## config.mk

```make
export PLATFORM = sky130hd
export DESIGN_NAME = mtr_drv_ctrl
export DESIGN_NICKNAME = d
export VERILOG_FILES = /design/src/rtl/mtr_drv_ctrl.sv
export SDC_FILE = /design/constraint.sdc
export NUM_CORES = 1
export LEC_CHECK = 0
export BUFFER_PORTS_ARGS = -buffer_cell sky130_fd_sc_hd__buf_2
export CAP_MARGIN = 20
export CELL_PAD_IN_SITES_DETAIL_PLACEMENT = 1
export CELL_PAD_IN_SITES_GLOBAL_PLACEMENT = 2
export CORE_MARGIN = 3
export CORE_UTILIZATION = 38
export CTS_BUF_LIST = sky130_fd_sc_hd__clkbuf_4 sky130_fd_sc_hd__clkbuf_8
export DETAILED_ROUTE_END_ITERATION = 16
export GPL_TIMING_DRIVEN = 0
export PLACE_DENSITY_LB_ADDON = 0.1
export SYNTH_ARGS = -nofsm -noshare
export SYNTH_HDL_FRONTEND = slang
export SYNTH_SLANG_ARGS = --single-unit
```

## constraint.sdc

```tcl
create_clock -name clk -period 10.1 [get_ports clk]
set_input_delay 0.505 -clock clk [delete_from_list [all_inputs] [get_ports clk]]
set_output_delay 0.505 -clock clk [all_outputs]
set_load 0.02 [all_outputs]
```

## src/rtl/mtr_drv_ctrl.sv

```systemverilog
// mtr_drv_ctrl: converts signed left/right speed commands into 11-bit PWM duty
// words, applies slew-limited updates only at PWM period boundaries, and runs
// an over-current supervisor that latches a driver shutdown until cleared.
module mtr_drv_ctrl #(
  parameter int MAX_MAG      = 960,
  parameter int SLEW         = 16,
  parameter int MAX_OVR_PRDS = 8,
  parameter int CLR_PRDS     = 32
) (
  input  logic               clk,
  input  logic               rst_n,
  input  logic signed [11:0] lft_spd,
  input  logic signed [11:0] rght_spd,
  input  logic               PWM_synch,
  input  logic               ovr_I_lft,
  input  logic               ovr_I_rght,
  input  logic               blank_lft,
  input  logic               blank_rght,
  input  logic               clr_shtdwn,
  output logic [10:0]        duty_lft,
  output logic [10:0]        duty_rght,
  output logic               drv_en,
  output logic               shtdwn,
  output logic [3:0]         bad_prds
);

  localparam int CW = $clog2(CLR_PRDS + 1);

  localparam logic [10:0]        MID_DUTY  = 11'h400;
  localparam logic signed [11:0] MAG_POS   = 12'(MAX_MAG);
  localparam logic signed [11:0] MAG_NEG   = -MAG_POS;
  localparam logic signed [12:0] SLEW_S    = 13'(SLEW);
  localparam logic [10:0]        SLEW_U    = 11'(SLEW);
  localparam logic [4:0]         TRIP_LVL  = 5'(MAX_OVR_PRDS);
  localparam logic [CW-1:0]      CLR_LAST  = CW'(CLR_PRDS - 1);
  localparam logic [CW-1:0]      CLEAN_ONE = CW'(1);
  localparam logic [CW-1:0]      CLEAN_0   = CW'(0);

  typedef enum logic [1:0] {
    IDLE   = 2'd0,
    RUN    = 2'd1,
    SHTDWN = 2'd2,
    ARM    = 2'd3
  } state_t;

  // Clip a speed command to +/-MAX_MAG and offset it around mid-scale duty.
  function automatic logic [10:0] spd_to_target(input logic signed [11:0] spd);
    logic signed [11:0] sat;
    logic signed [11:0] sum;
    if (spd > MAG_POS) begin
      sat = MAG_POS;
    end else if (spd < MAG_NEG) begin
      sat = MAG_NEG;
    end else begin
      sat = spd;
    end
    sum = 12'sh400 + sat;
    return sum[10:0];
  endfunction

  // Move cur toward tgt by at most SLEW; snap onto tgt when within reach.
  function automatic logic [10:0] slew_step(input logic [10:0] cur, input logic [10:0] tgt);
    logic signed [12:0] diff;
    logic [10:0]        res;
    diff = $signed({2'b00, tgt}) - $signed({2'b00, cur});
    if (diff > SLEW_S) begin
      res = cur + SLEW_U;
    end else if (diff < -SLEW_S) begin
      res = cur - SLEW_U;
    end else begin
      res = tgt;
    end
    return res;
  endfunction

  state_t        state_r, state_nxt_s;
  logic [10:0]   duty_lft_r, duty_lft_nxt_s;
  logic [10:0]   duty_rght_r, duty_rght_nxt_s;
  logic [3:0]    bad_prds_r, bad_prds_nxt_s, bad_inc_s;
  logic [CW-1:0] clean_cnt_r, clean_cnt_nxt_s;
  logic          flt_r, flt_nxt_s;
  logic          flt_evt_s;
  logic          drv_en_r, shtdwn_r;

  assign flt_evt_s = (ovr_I_lft & ~blank_lft) | (ovr_I_rght & ~blank_rght);
  assign bad_inc_s = (bad_prds_r == 4'hF) ? 4'hF : (bad_prds_r + 4'd1);

  // Next-state, duty slew, fault flag and period accounting.
  always_comb begin
    state_nxt_s     = state_r;
    duty_lft_nxt_s  = duty_lft_r;
    duty_rght_nxt_s = duty_rght_r;
    bad_prds_nxt_s  = bad_prds_r;
    clean_cnt_nxt_s = clean_cnt_r;
    // A fault seen in the synch cycle belongs to the period that is starting.
    if (PWM_synch) begin
      flt_nxt_s = flt_evt_s;
    end else begin
      flt_nxt_s = flt_r | flt_evt_s;
    end

    case (state_r)
      IDLE: begin
        duty_lft_nxt_s  = MID_DUTY;
        duty_rght_nxt_s = MID_DUTY;
        if (PWM_synch) begin
          state_nxt_s = RUN;
        end else begin
          state_nxt_s = IDLE;
        end
      end
      RUN: begin
        if (PWM_synch) begin
          duty_lft_nxt_s  = slew_step(duty_lft_r, spd_to_target(lft_spd));
          duty_rght_nxt_s = slew_step(duty_rght_r, spd_to_target(rght_spd));
          if (flt_r) begin
            bad_prds_nxt_s  = bad_inc_s;
            clean_cnt_nxt_s = CLEAN_0;
            if ({1'b0, bad_inc_s} >= TRIP_LVL) begin
              // Trip: park duties at mid-scale together with the state change.
              state_nxt_s     = SHTDWN;
              duty_lft_nxt_s  = MID_DUTY;
              duty_rght_nxt_s = MID_DUTY;
            end else begin
              state_nxt_s = RUN;
            end
          end else if (clean_cnt_r == CLR_LAST) begin
            bad_prds_nxt_s  = 4'd0;
            clean_cnt_nxt_s = CLEAN_0;
          end else begin
            clean_cnt_nxt_s = clean_cnt_r + CLEAN_ONE;
          end
        end else begin
          state_nxt_s = RUN;
        end
      end
      SHTDWN: begin
        duty_lft_nxt_s  = MID_DUTY;
        duty_rght_nxt_s = MID_DUTY;
        bad_prds_nxt_s  = 4'd0;
        clean_cnt_nxt_s = CLEAN_0;
        flt_nxt_s       = 1'b0;
        if (clr_shtdwn) begin
          state_nxt_s = ARM;
        end else begin
          state_nxt_s = SHTDWN;
        end
      end
      ARM: begin
        if (PWM_synch) begin
          state_nxt_s = RUN;
        end else begin
          state_nxt_s = ARM;
        end
      end
      default: begin
        state_nxt_s     = IDLE;
        duty_lft_nxt_s  = MID_DUTY;
        duty_rght_nxt_s = MID_DUTY;
        bad_prds_nxt_s  = 4'd0;
        clean_cnt_nxt_s = CLEAN_0;
        flt_nxt_s       = 1'b0;
      end
    endcase
  end

  // State and datapath registers; outputs are registered from next-state values.
  always_ff @(posedge clk or negedge rst_n) begin
    if (!rst_n) begin
      state_r     <= IDLE;
      duty_lft_r  <= MID_DUTY;
      duty_rght_r <= MID_DUTY;
      bad_prds_r  <= 4'd0;
      clean_cnt_r <= CLEAN_0;
      flt_r       <= 1'b0;
      drv_en_r    <= 1'b0;
      shtdwn_r    <= 1'b0;
    end else begin
      state_r     <= state_nxt_s;
      duty_lft_r  <= duty_lft_nxt_s;
      duty_rght_r <= duty_rght_nxt_s;
      bad_prds_r  <= bad_prds_nxt_s;
      clean_cnt_r <= clean_cnt_nxt_s;
      flt_r       <= flt_nxt_s;
      drv_en_r    <= (state_nxt_s == RUN);
      shtdwn_r    <= (state_nxt_s == SHTDWN);
    end
  end

  assign duty_lft  = duty_lft_r;
  assign duty_rght = duty_rght_r;
  assign drv_en    = drv_en_r;
  assign shtdwn    = shtdwn_r;
  assign bad_prds  = bad_prds_r;

endmodule

```

==> flow_summary.json <==
{
  "grt_pass1_wl_um": 21400,
  "yosysWarnings": 0,
  "hold_class": "in2async",
  "topRoutingLayerUsed": "met4",
  "largest_net_degree_at_the_start_of_global_routing": 38,
  "grt_overflow": 0,
  "layout_min_cycle_time_ns": 5.11,
  "syn-instance-count": 528,
  "power_density_mw_per_mm2": 264,
  "fp.dieW_um": 110,
  "clock_slew_at_reported_path_ffs_ns": 0.07,
  "max_stage_delay_ns": 0.88,
  "synth_enable_flop_cells": 0,
  "sink_count_of_the_clock_tree": 37,
  "cts.htree.levels": 2,
  "rsz_0062_raised_after_global_routing": "false",
  "crit_path_start_kind": "primary input",
  "drc_errors": 0,
  "row_count": 37,
  "dominantRegCellSynth": "dfrtp_1",
  "clock_latency_ns": 0.29,
  "dr.pass1.iters": 4,
  "post_cts_buffers": 0,
  "route.detailed.wl_per_inst_um": 17.6,
  "io_pins": 60,
  "layout.cell_area.non_filler_mm2": 0.00466,
  "wirelength_met1_um": 6220,
  "nets": 652,
  "number_of_clock_buffers_inserted_by_tritoncts": 5,
  "worst-setup-path-type": "in2reg",
  "syn-cell-area_mm2": 0.00410,
  "die-height_um": 110,
  "vias_per_cell": 5.91,
  "detailedRoute.firstIterationViolations": 198,
  "p_leak_nw": 2.02,
  "maxCapViolations": 0,
  "globalRouteTotalUtil_pct": 21.8,
  "core_mm2": 0.0104,
  "met2_wirelength_um": 6170,
  "tritoncts_clock_tree": "done",
  "syn2layout_area_growth_pct": 13.6,
  "final_worst_path_period_share_pct": 50.6,
  "cts_hold_buffers": 0,
  "syn-mean-instance-area_um2": 7.77,
  "antenna_left": 0,
  "max_freq_mhz": 196,
  "insertedDiodeCount": 0,
  "first_global_vias": 4318,
  "post_synth_num_cell_types": 79,
  "ctsLongestPathBuffers": 2,
  "mappedNetlistNets": 586,
  "drive_above_1_share_pct": 15.6,
  "setup.reg_to_reg.worst_slack_ns": 5.78,
  "max_slew_violations": 0,
  "yosysSeqAreaShare_pct": 22.6,
  "cts_resized": 0,
  "cpMaxStageDelayCell": "a211oi_1",
  "timing.critical_path.cells": "buf_2 > nor4_2 > a211oi_1 > nor2_1 > nand2_1 > ha_1 > fa_1 > a21boi_0 > o2111ai_1 > or3_1 > a211oi_1 > or3_1 > nand2_1 > nor4b_1 > a211oi_1 > a22oi_1 > o2111ai_1",
  "dr_wl_met3_um": 339,
  "ys_async_rst_share_pct": 100,
  "clock_tree.root_cell": "clkbuf_8",
  "hold_viol": 0,
  "worst_slew_margin_rel_pct": 27.1,
  "finalWeightedCongestion": 0.849,
  "max_slew.worst_pin.slew_ns": 1.09,
  "power.ir.vdd_worst_uv": 95.9,
  "synth.ff_latch_count": 37,
  "hpwlAfterDp_um": 10400,
  "outcome": "finished, final reports clean",
  "worst_setup_path_end_kind": "register",
  "cell_mode_on_critical_path": "a211oi_1",
  "place.port_buffers": 59,
  "setup_viol": 0,
  "wl_um": 12800,
  "worstPathArrival_ns": 5.31,
  "critical_path_peak_fanout": 9,
  "placed_cell_area_mm2": 0.00457,
  "finClkSkew_ns": 0.00846,
  "fp.dieArea_mm2": 0.0121,
  "grt_antenna_before_repair": 0,
  "worst_ep_required_time_ns": 10.30,
  "initial_core_utilization_pct": 39.4,
  "route.vias.total": 4321,
  "fin_tns_setup_ns": 0
}
-- metal layers --
| layer | up-vias | GRT usage [%] |
|---|---|---|
| met4 | 0 | 3.56 |
| met3 | 9 | 2.06 |
| met5 | - | 0 |
| li1 | 2129 | - |
| met2 | 64 | 38.1 |
| met1 | 2119 | 29.5 |
-- through the flow --
stage / std cells / total power, mW / setup slack, ns / hold slack, ns / util, %
3_3_place_gp: 723 / 1.09 / 4.86 / 0.509 / 43.8
5_1_grt: 731 / 1.35 / 4.52 / 0.397 / 44.7
2_1_floorplan: 528 / 0.881 / 5.74 / 0.209 / -
6_report: 731 / 1.23 / 4.99 / 0.328 / 44.7
4_1_cts: 731 / 1.23 / 5.09 / 0.367 / 44.7
3_5_place_dp: 723 / 1.12 / 4.80 / 0.529 / 43.8
-- synthesized netlist by cell type, types with 5 or more instances --
cell type / number / area, um2
inv_1: 41 / 154
xnor2_1: 15 / 131
maj3_1: 7 / 70.1
mux2i_1: 5 / 50.1
o21ai_0: 26 / 130
o22ai_1: 8 / 50.1
nand2b_1: 9 / 56.3
nand2_1: 46 / 173
a211oi_1: 11 / 82.6
nor2b_1: 6 / 37.5
o32ai_1: 7 / 61.3
nor2_1: 44 / 165
o2111ai_1: 7 / 61.3
dfrtp_1: 35 / 876
nand3_1: 27 / 135
or2_2: 6 / 37.5
nor3_1: 21 / 105
clkbuf_1: 13 / 48.8
a21oi_1: 27 / 135
or3_1: 6 / 37.5
a31oi_1: 12 / 75.1
o211ai_1: 8 / 60.1
ha_1: 24 / 300
and3_1: 5 / 31.3
nand4_1: 5 / 31.3
a21o_1: 11 / 82.6
-- power by group --
| group | switching [mW] | internal, mW | leakage, nW |
|---|---|---|---|
| sequential | 0.0520 | 0.192 | 0.474 |
| clock | 0.0570 | 0.0543 | 0.0453 |
| combinational | 0.549 | 0.326 | 1.50 |
| total | 0.658 | 0.573 | 2.02 |
-- path summary, 6_finish.rpt --
check,depth (start not counted),endpoint,startpoint
max in group asynchronous,1,clean_cnt_r[0]$_DFFE_PN0P_,rst_n
min in group clk,2,duty_rght[10]$_DFFE_PN1P_,rght_spd[11]
max reg2reg,12,duty_lft[10]$_DFFE_PN1P_,duty_lft[0]$_DFFE_PN0P_
max,17,duty_rght[6]$_DFFE_PN0P_,rght_spd[0]
min reg2reg,2,duty_lft[10]$_DFFE_PN1P_,duty_lft[10]$_DFFE_PN1P_
min,1,duty_rght[8]$_DFFE_PN0P_,rst_n
-- cell families (layout without fill, tap and decap cells) --
| kind of cell | Yosys count | after routing | synth area share (%) |
|---|---|---|---|
| multiplexers | 9 | 9 | 2.38 |
| XOR/XNOR | 19 | 19 | 4.06 |
| flip-flops | 37 | 37 | 22.6 |
| adder cells (fa/ha/maj) | 33 | 33 | 10.0 |
| AND/OR/NAND/NOR | 201 | 201 | 25.1 |
| AO/OA/AOI/OAI | 170 | 170 | 30.3 |
| buffers and inverters | 59 | 126 | 5.55 |
-- layout by cell type (no fill, tap or decap), types with 7 or more instances in the layout --
master     instances
a211oi_1          11
a21o_1            11
a21oi_1           27
a31oi_1           12
buf_2             61
clkbuf_1          13
dfrtp_1           35
ha_1              24
inv_1             41
maj3_1             7
nand2_1           46
nand2b_1           9
nand3_1           27
nor2_1            44
nor3_1            21
o2111ai_1          7
o211ai_1           8
o21ai_0           26
o22ai_1            8
o32ai_1            7
xnor2_1           15
-- critical path: cells and delay by family --
kind | cells | cell delay (ns)
buffers and inverters | 1 | 0.12
AND/OR/NAND/NOR | 7 | 1.62
AO/OA/AOI/OAI | 7 | 2.42
adder cells (fa/ha/maj) | 2 | 0.65
-- state kept, by name, indices dropped and copies added, names as in the netlist --
name / count
drv_en: 1
shtdwn: 1
duty_rght: 11
duty_lft: 11
clean_cnt_r: 6
bad_prds: 4
state_r: 2
flt_r: 1
-- layout make-up --
class	instances	area (um2)
Sequential cell	37	928
Buffer	17	70.1
Clock inverter	1	7.51
Fill cell	1339	5760
Clock buffer	7	83.8
Timing Repair Buffer	59	295
Multi-Input combinational cell	432	2950
Inverter	42	158
Tap cell	136	170
Power figures use the tool's default switching activity.
